File: config.mk
export PLATFORM = sky130hd
export DESIGN_NAME = bsg_idiv_early_term
export DESIGN_NICKNAME = d
export VERILOG_FILES = /design/src/rtl/bsg_chip_pkg.sv /design/src/rtl/bsg_idiv_early_term_chk.sv /design/src/rtl/bsg_idiv_lzc.sv /design/src/rtl/bsg_idiv_early_term.sv
export SDC_FILE = /design/constraint.sdc
export NUM_CORES = 2
export LEC_CHECK = 0
export CAP_MARGIN = 5
export CORE_MARGIN = 5
export CORE_UTILIZATION = 45
export CTS_CLUSTER_SIZE = 28
export DETAILED_ROUTE_END_ITERATION = 6
export PLACE_DENSITY_LB_ADDON = 0.25
export SLEW_MARGIN = 10
export SYNTH_ARGS = -nofsm -noshare
export SYNTH_HDL_FRONTEND = slang
export SYNTH_HIERARCHICAL = 1
export SYNTH_SLANG_ARGS = --single-unit
File: constraint.sdc
create_clock -name clk_i -period 29.9 [get_ports clk_i]
set_input_delay 4.485 -clock clk_i [delete_from_list [all_inputs] [get_ports clk_i]]
set_output_delay 4.485 -clock clk_i [all_outputs]
set_load 0.01 [all_outputs]
File: src/rtl/bsg_chip_pkg.sv
// Shared definitions for the early-terminating iterative integer divider.
package bsg_chip_pkg;

  typedef enum logic [2:0] {
    IDLE = 3'd0,
    NORM = 3'd1,
    DIV  = 3'd2,
    FIX  = 3'd3,
    DONE = 3'd4
  } idiv_state_e;

  // Iteration counter must hold every value 0..width inclusive.
  function automatic int idiv_cnt_width(input int width);
    return $clog2(width + 1);
  endfunction

endpackage

File: src/rtl/bsg_idiv_early_term_chk.sv
// Protocol checks for the divider handshake.
module bsg_idiv_early_term_chk (
  input logic clk_i,
  input logic reset_i,
  input logic v_o,
  input logic ready_o,
  input logic yumi_i
);

  a_yumi_needs_valid: assert property (@(posedge clk_i) disable iff (reset_i) yumi_i |-> v_o);

  a_ready_valid_exclusive: assert property (@(posedge clk_i) disable iff (reset_i) !(ready_o && v_o));

endmodule

File: src/rtl/bsg_idiv_lzc.sv
// Leading-zero count of an unsigned word; an all-zero word counts as width_p.
module bsg_idiv_lzc
  import bsg_chip_pkg::*;
#(
  parameter int width_p = 64
) (
  input  logic [width_p-1:0]                        data,
  output logic [idiv_cnt_width(width_p)-1:0]        count
);

  localparam int cw_lp = idiv_cnt_width(width_p);

  // Scan upward so the highest set bit has the final say.
  always_comb begin
    count = cw_lp'(width_p);
    for (int i = 0; i < width_p; i++) begin
      if (data[i]) begin
        count = cw_lp'(width_p - 1 - i);
      end else begin
        count = count;
      end
    end
  end

endmodule

File: src/rtl/bsg_idiv_early_term.sv
// Iterative radix-2 restoring divider that skips the dividend's leading zeros,
// taking width_p - lz DIV cycles per request.
module bsg_idiv_early_term
  import bsg_chip_pkg::*;
#(
  parameter int width_p     = 64,
  parameter int tag_width_p = 4
) (
  input  logic                   clk_i,
  input  logic                   reset_i,
  input  logic                   v_i,
  output logic                   ready_o,
  input  logic [width_p-1:0]     dividend_i,
  input  logic [width_p-1:0]     divisor_i,
  input  logic                   signed_div_i,
  input  logic [tag_width_p-1:0] tag_i,
  output logic                   v_o,
  output logic [width_p-1:0]     quotient_o,
  output logic [width_p-1:0]     remainder_o,
  output logic [tag_width_p-1:0] tag_o,
  output logic                   div_zero_o,
  input  logic                   yumi_i
);

  localparam int cw_lp = idiv_cnt_width(width_p);

  idiv_state_e state, state_n;

  logic [width_p-1:0]     op_a, op_b;
  logic                   op_signed;
  logic [tag_width_p-1:0] op_tag;

  logic [width_p-1:0] shreg, acc, dabs;
  logic [cw_lp-1:0]   cnt;
  logic               neg_q, neg_r, dz;

  logic [width_p-1:0]     quot, rem;
  logic [tag_width_p-1:0] tag_q;
  logic                   div_zero;

  logic               accept, a_neg, b_neg;
  logic [width_p-1:0] a_abs, b_abs;
  logic [cw_lp-1:0]   lz, n;
  logic [width_p:0]   shifted, diff;
  logic               borrow;

  assign accept = v_i & (state == IDLE);
  assign a_neg  = op_signed & op_a[width_p-1];
  assign b_neg  = op_signed & op_b[width_p-1];
  assign a_abs  = a_neg ? -op_a : op_a;
  assign b_abs  = b_neg ? -op_b : op_b;
  assign n      = cw_lp'(width_p) - lz;

  bsg_idiv_lzc #(.width_p(width_p)) lzc (
    .data  (a_abs),
    .count (lz)
  );

  // The single shared subtractor: partial remainder with next dividend bit minus divisor.
  assign shifted = {acc, shreg[width_p-1]};
  assign diff    = shifted - {1'b0, dabs};
  assign borrow  = diff[width_p];

  // State register.
  always_ff @(posedge clk_i or posedge reset_i) begin
    if (reset_i) state <= IDLE;
    else         state <= state_n;
  end

  // Next-state logic.
  always_comb begin
    state_n = state;
    case (state)
      IDLE:    if (accept) state_n = NORM; else state_n = IDLE;
      NORM:    if ((op_b == '0) || (n == '0)) state_n = FIX; else state_n = DIV;
      DIV:     if (cnt == cw_lp'(1)) state_n = FIX; else state_n = DIV;
      FIX:     state_n = DONE;
      DONE:    if (yumi_i) state_n = IDLE; else state_n = DONE;
      default: state_n = IDLE;
    endcase
  end

  // Operand capture, iteration datapath and result registers.
  always_ff @(posedge clk_i or posedge reset_i) begin
    if (reset_i) begin
      op_a      <= '0;
      op_b      <= '0;
      op_signed <= 1'b0;
      op_tag    <= '0;
      shreg     <= '0;
      acc       <= '0;
      dabs      <= '0;
      cnt       <= '0;
      neg_q     <= 1'b0;
      neg_r     <= 1'b0;
      dz        <= 1'b0;
      quot      <= '0;
      rem       <= '0;
      tag_q     <= '0;
      div_zero  <= 1'b0;
    end else begin
      case (state)
        IDLE: begin
          if (accept) begin
            op_a      <= dividend_i;
            op_b      <= divisor_i;
            op_signed <= signed_div_i;
            op_tag    <= tag_i;
          end
        end
        NORM: begin
          shreg <= a_abs << lz;
          acc   <= '0;
          dabs  <= b_abs;
          cnt   <= n;
          neg_q <= a_neg ^ b_neg;
          neg_r <= a_neg;
          dz    <= (op_b == '0);
        end
        DIV: begin
          // Quotient bits enter at the bottom as dividend bits leave the top.
          acc   <= borrow ? shifted[width_p-1:0] : diff[width_p-1:0];
          shreg <= {shreg[width_p-2:0], ~borrow};
          cnt   <= cnt - cw_lp'(1);
        end
        FIX: begin
          tag_q <= op_tag;
          if (dz) begin
            quot     <= '1;
            rem      <= op_a;
            div_zero <= 1'b1;
          end else begin
            quot     <= neg_q ? -shreg : shreg;
            rem      <= neg_r ? -acc : acc;
            div_zero <= 1'b0;
          end
        end
        DONE: begin
        end
        default: begin
        end
      endcase
    end
  end

  assign ready_o     = (state == IDLE);
  assign v_o         = (state == DONE);
  assign quotient_o  = quot;
  assign remainder_o = rem;
  assign tag_o       = tag_q;
  assign div_zero_o  = div_zero;

  bsg_idiv_early_term_chk chk (
    .clk_i   (clk_i),
    .reset_i (reset_i),
    .v_o     (v_o),
    .ready_o (ready_o),
    .yumi_i  (yumi_i)
  );

endmodule

=== Word level (Yosys, flattened, before mapping) ===
Cells that the tools add are included.

* Register bits after elaboration: 471
* Word-level logic and storage cells: 120
* Input bits: 137
* Output and inout port bits: 135

* Bitwise logic cells: 5
* Muxes and demuxes: 80
* Shift-type cells: 1
* Add/subtract/negate cells: 7
* Reduce and logical (&&, ||, !) cells: 6
* Equality and inequality tests: 5

{| class="wikitable"
|+ Operator list
! operator !! number
|-
| two-way mux 64 bit || 7
|-
| two-way mux 7 bit || 64
|-
| negation 64 bit || 4
|-
| one-hot mux 64 bit (2 select lines) || 2
|-
| subtractor 65 x 64 -> 65 bit || 1
|-
| zero test 64 bit || 1
|-
| << shifter 64 x 7 -> 64 bit || 1
|-
| one-hot mux 3 bit (5 select lines) || 1
|-
| one-hot mux 7 bit (2 select lines) || 1
|-
| == test 7 x 1 -> 1 bit (second input constant) || 1
|-
| zero test 7 bit || 1
|-
| subtractor 7 x 1 -> 7 bit (second input constant) || 1
|-
| subtractor 7 bit (first input constant) || 1
|-
| == test 3 x 2 -> 1 bit (second input constant) || 2
|-
| two-way mux 1 bit || 4
|-
| AND 1 bit || 3
|-
| == test 3 x 1 -> 1 bit (second input constant) || 1
|-
| == test 3 bit (second input constant) || 1
|-
| zero test 3 bit || 1
|-
| two-way mux 3 bit || 1
|-
| AND reduction 2 bit || 1
|-
| nonzero test 2 bit || 1
|-
| logical OR 1 bit || 1
|-
| NOT 1 bit || 1
|-
| bitwise XOR 1 bit || 1
|}

=== Longest topological paths before layout ===
* Depth in word-level cells: 71
* Depth in mapped cells: 25
* Gate-level depth less buffers: 22

=== By module ===
Netlist, hierarchy kept.

{| class="wikitable"
|+ By module, submodules not included
! module !! sequential area each (um2) !! area each (um2) !! cells each !! times used
|-
| bsg_idiv_early_term || 11,786.3 || 31,754.2 || 3,646 || 1
|-
| bsg_idiv_lzc || 0.0 || 859.6 || 147 || 1
|}

=== Worst setup path after synthesis ===
Ideal clock, no wire load.

* Kind: reg2reg
* From: register op_a[4]
* To: register state[0]
* Setup slack: 23.793 ns
* Arrival time: 6.037 ns
* Data required time: 29.831 ns
* Period minus slack after synthesis: 6.107 ns
* Cell stages (with the launch flop): 24
* Buffers on the path: 5
* Setup time: 0.069 ns
* Cell sequence: dfrtp_1 nor3_1 and4_1 clkbuf_1 nand4_1 clkbuf_1 o41ai_1 xor2_1 inv_1 nand2b_1 a21oi_1 nor3_1 a211oi_1 o311ai_1 inv_2 buf_1 clkbuf_1 buf_1 ha_1 nand2_1 nor4_1 xnor2_1 or4bb_1 nand3_1

* Elaborated cells between the ends (all ways): 67
* Those cells by class: add/sub: 2; mux: 63; reduce/logical: 2

{| class="wikitable"
|+ RTL lines
! what !! RTL line !! source
|-
| from (decl) || bsg_idiv_early_term.sv:29 || <nowiki>logic [width_p-1:0] op_a, op_b;</nowiki>
|-
| from (signal assigned) || bsg_idiv_early_term.sv:105 || <nowiki>op_a <= dividend_i;</nowiki>
|-
| negation 64 bit || bsg_idiv_early_term.sv:50 || <nowiki>assign a_abs = a_neg ? -op_a : op_a;</nowiki>
|-
| two-way mux 64 bit || bsg_idiv_early_term.sv:50 ||
|-
| via a_abs[48] || bsg_idiv_early_term.sv:42 || <nowiki>logic [width_p-1:0] a_abs, b_abs;</nowiki>
|-
| two-way mux 7 bit (16 in series) || bsg_idiv_lzc.sv:17 || <nowiki>if (data[i]) begin</nowiki>
|-
| via lz[0] || bsg_idiv_early_term.sv:43 || <nowiki>logic [cw_lp-1:0] lz, n;</nowiki>
|-
| subtractor 7 bit || bsg_idiv_early_term.sv:52 || <nowiki>assign n = cw_lp'(width_p) - lz;</nowiki>
|-
| zero test 7 bit || bsg_idiv_early_term.sv:75 || <nowiki>NORM: if ((op_b == '0) || (n == '0)) state_n = FIX; else state_n = DIV;</nowiki>
|-
| logical OR 1 bit || bsg_idiv_early_term.sv:75 ||
|-
| two-way mux 1 bit || bsg_idiv_early_term.sv:75 ||
|-
| one-hot mux 3 bit (5 select lines) || bsg_idiv_early_term.sv:73 || <nowiki>case (state)</nowiki>
|-
| via state_n[0] || bsg_idiv_early_term.sv:27 || <nowiki>idiv_state_e state, state_n;</nowiki>
|-
| to (signal assigned) || bsg_idiv_early_term.sv:67 || <nowiki>else state <= state_n;</nowiki>
|-
| to (decl) || bsg_idiv_early_term.sv:27 ||
|}

The timed path passes the listed nets, and every way through them passes these cells.
A chain may end at the register's enable or synchronous reset.

=== Worst setup path after layout ===
* From: register op_a[4]
* To: register shreg[47]

* Elaborated cells between the ends (all ways): 64
* Those cells by class: add/sub: 1; shift: 1; mux: 62

{| class="wikitable"
|+ RTL lines
! what !! RTL line !! source
|-
| negation 64 bit || bsg_idiv_early_term.sv:50 ||
|-
| two-way mux 64 bit || bsg_idiv_early_term.sv:50 ||
|-
| via a_abs[48] || bsg_idiv_early_term.sv:42 ||
|-
| two-way mux 7 bit (16 in series) || bsg_idiv_lzc.sv:17 ||
|-
| via lz[0] || bsg_idiv_early_term.sv:43 ||
|-
| << shifter 64 x 7 -> 64 bit || bsg_idiv_early_term.sv:112 || <nowiki>shreg <= a_abs << lz;</nowiki>
|-
| one-hot mux 64 bit (2 select lines) || bsg_idiv_early_term.sv:102 || <nowiki>case (state)</nowiki>
|-
| to (signal assigned) || bsg_idiv_early_term.sv:112 ||
|-
| to (signal assigned) || bsg_idiv_early_term.sv:123 || <nowiki>shreg <= {shreg[width_p-2:0], ~borrow};</nowiki>
|-
| to (decl) || bsg_idiv_early_term.sv:33 || <nowiki>logic [width_p-1:0] shreg, acc, dabs;</nowiki>
|}

The timed path passes the listed nets, and every way through them passes these cells.

==> reports/summary.txt <==
status: complete, no violations
# port buffers: 271
Overflow after GRT: 0
Synth Area in XOR/XNOR: 0.0827
final instance area: 0.0379 sq mm
placed cell areas: 0.0360 sq mm
top_reg_cell synth: dfrtp_1
vias per inst: 5.98
main combinational cell family by area after synthesis: compound AO/OA/AOI/OAI gates
placed wire-length estimate: 80,700 um
I/O pins: 272
DRC viols: 0
Final Net Count: 4,129
Synth Area in Adders: 0.0279
Hold/Removal Path Class: flip-flop to flip-flop
post-synth top area cell: dfrtp_1
number of global-route vias before repair: 28,300
RSZ-0062 raised after global routing: false
standard-cell rows: 98
clock buffer depth: 3
Sequential Area: 0.0118 sq mm
footprint of the multi-input gates: 0.0193 sq mm
Finish-stage setup viols: 0
Final min period: 7.53 ns
Critical Path RT: 30.37 ns
CTS buffer count: 52
Core Region: 0.0717 sq mm
largest net degree at the start of global routing: 165
Area contributors post-synth: dfrtp_1, o21ai_0, mux2_2, xor2_1, nand2_1
Die ar.: 0.0780 sq mm
GP Congestion: 1.03
share of layout cells above drive strength 1: 0.0933
critical path class: flip-flop to flip-flop
fmax: 133 MHz
Critical Path Source Type: flip-flop
Slew Viols, Final: 0
# diodes: 0
fillers: 6,784
Cells after Synth: 3,793
initial antenna violation count: 1
CTS hold repair buffers: 0
CTS sink cnt: 471
setup TNS: 0 ns
Syn Nets: 4,002
Chip Width: 279 um
die height: 279 um
Ys Warns: 6
EDFF count, synth: 0
# resized after CTS: 0
Post-Route Skew: 0.0285 ns
Detail Route Antenna Nets: 0
final period utilization: 0.252
mapped cell area: 0.0326 sq mm
post-synth top area share: 0.361
drt initial violations: 2,688
Netlist cell types: 89
simple-gate share of the synthesized area: 0.163
FFs w/ async S/R, synth: 1.00
register bit total from synthesis: 471
Total GRT Usage: 0.266
Layout area overhead: 16.3%
CP endpoint kind: flip-flop
Post-Route WL: 108,000 um
max-cap violations: 0
CTS tree: built
Post-CTS Setup Bufs: 0
most frequent cells after synthesis: dfrtp_1, nand2_1, o21ai_0
H-tree depth: 2
WL/cell: 21.9 um
sequential-to-total area share from yosys stat: 0.361
Worst Path Arrival: 8.01 ns
starting density of the core: 0.455
headroom to the max-slew limit: 0.179
DRT Pass-1 Iters: 7
Post-Syn Area per Cell: 8.60 sq um
Via Count: 29,400
crit path max fanout: 58
mux share of post-synthesis cell area: 0.105
first-pass GRT wire length: 168,000 um
Synth Area in Compound Gates: 0.211
Worst-Margin Slew: 1.23 ns
most frequent cell after synthesis: dfrtp_1
final hold viol count: 0
clk slew on worst S/H paths: 0.06 ns
CTS root buffer: clkbuf_16
Worst-Skew Late Latency: 0.62 ns
flip-flops by register name, summed over array words and instances (netlist names), 7 cells and up:
| register | flops |
|---|---|
| acc | 64 |
| dabs | 64 |
| op_a | 64 |
| op_b | 64 |
| quotient_o | 64 |
| remainder_o | 64 |
| shreg | 64 |
| cnt | 7 |
layer usage:
layer	global-route usage	wire length [um]
met4	0.0871	3930
met3	0.0395	6770
met2	0.434	50100
met5	0	13
met1	0.366	46900
layout by cell type (no fill, tap or decap), types with 55 or more instances in the layout:
cell type / Yosys / final
ha_1: 71 / 71
xor2_1: 182 / 181
o31ai_1: 55 / 55
nand2_1: 422 / 422
mux2i_1: 111 / 111
xnor2_1: 126 / 125
o21ai_0: 382 / 382
nor3_1: 78 / 77
inv_1: 173 / 171
a21oi_1: 275 / 275
clkdlybuf4s50_1: 0 / 271
mux2_2: 148 / 148
dfrtp_1: 471 / 469
nor2_1: 307 / 304
critical path, stage by stage (launching register included):
cell      delay, ns
dfrtp_1        0.43
nor3_1         0.81
and4_1         0.48
nand4_1        0.55
o41ai_1        0.59
xor2_1         0.34
inv_1          0.14
nand2b_1       0.16
a21oi_1        0.13
nor3_1         0.09
a211oi_1       0.31
o311ai_2       0.14
buf_4          0.24
inv_2          0.09
buf_4          0.70
mux4_2         0.63
o21ai_0        0.82
mux2i_1        0.28
a22oi_1        0.25
o311ai_0       0.15
path summary, 6_finish.rpt:
kind,start,to,slack [ns],depth (start not counted)
worst max register to register,op_a[4],shreg[47],22.37,19
min in group asynchronous,reset_i,remainder_o[6],4.45,2
worst min-delay path,op_tag[2],tag_o[2],0.45,2
worst max-delay path,op_a[4],shreg[47],22.37,19
max in group asynchronous,reset_i,shreg[1],23.25,4
worst min register to register,op_tag[2],tag_o[2],0.45,2
layout make-up:
type | count | share of cell area
sequential | 471 | 0.311
inverter | 176 | 0.0176
multi-input combinational | 2905 | 0.508
tap | 950 | 0.0313
clock buffer | 70 | 0.0393
timing repair buffer | 314 | 0.0807
clock inverter | 28 | 0.0120
through the flow:
stage / worst slack, ns / hold slack [ns] / utilization / std cells
after floorplan: 12.28 / 0.435 / - / 3793
after global placement: 22.49 / 0.445 / 0.502 / 4815
after detailed placement: 22.48 / 0.448 / 0.502 / 4815
after CTS: 22.57 / 0.439 / 0.529 / 4913
after global routing: 21.95 / 0.475 / 0.529 / 4914
final: 22.37 / 0.446 / 0.529 / 4914
logic make-up after synthesis:
family / after synthesis
flops: 471
compound gates: 1107
xor+xnor: 308
simple gates: 1131
mux: 287
fa+ha+maj: 72
buf+inv: 417
Power is not shown: default switching activity piles up to over one toggle a cycle in this logic, so the estimate is an artifact.
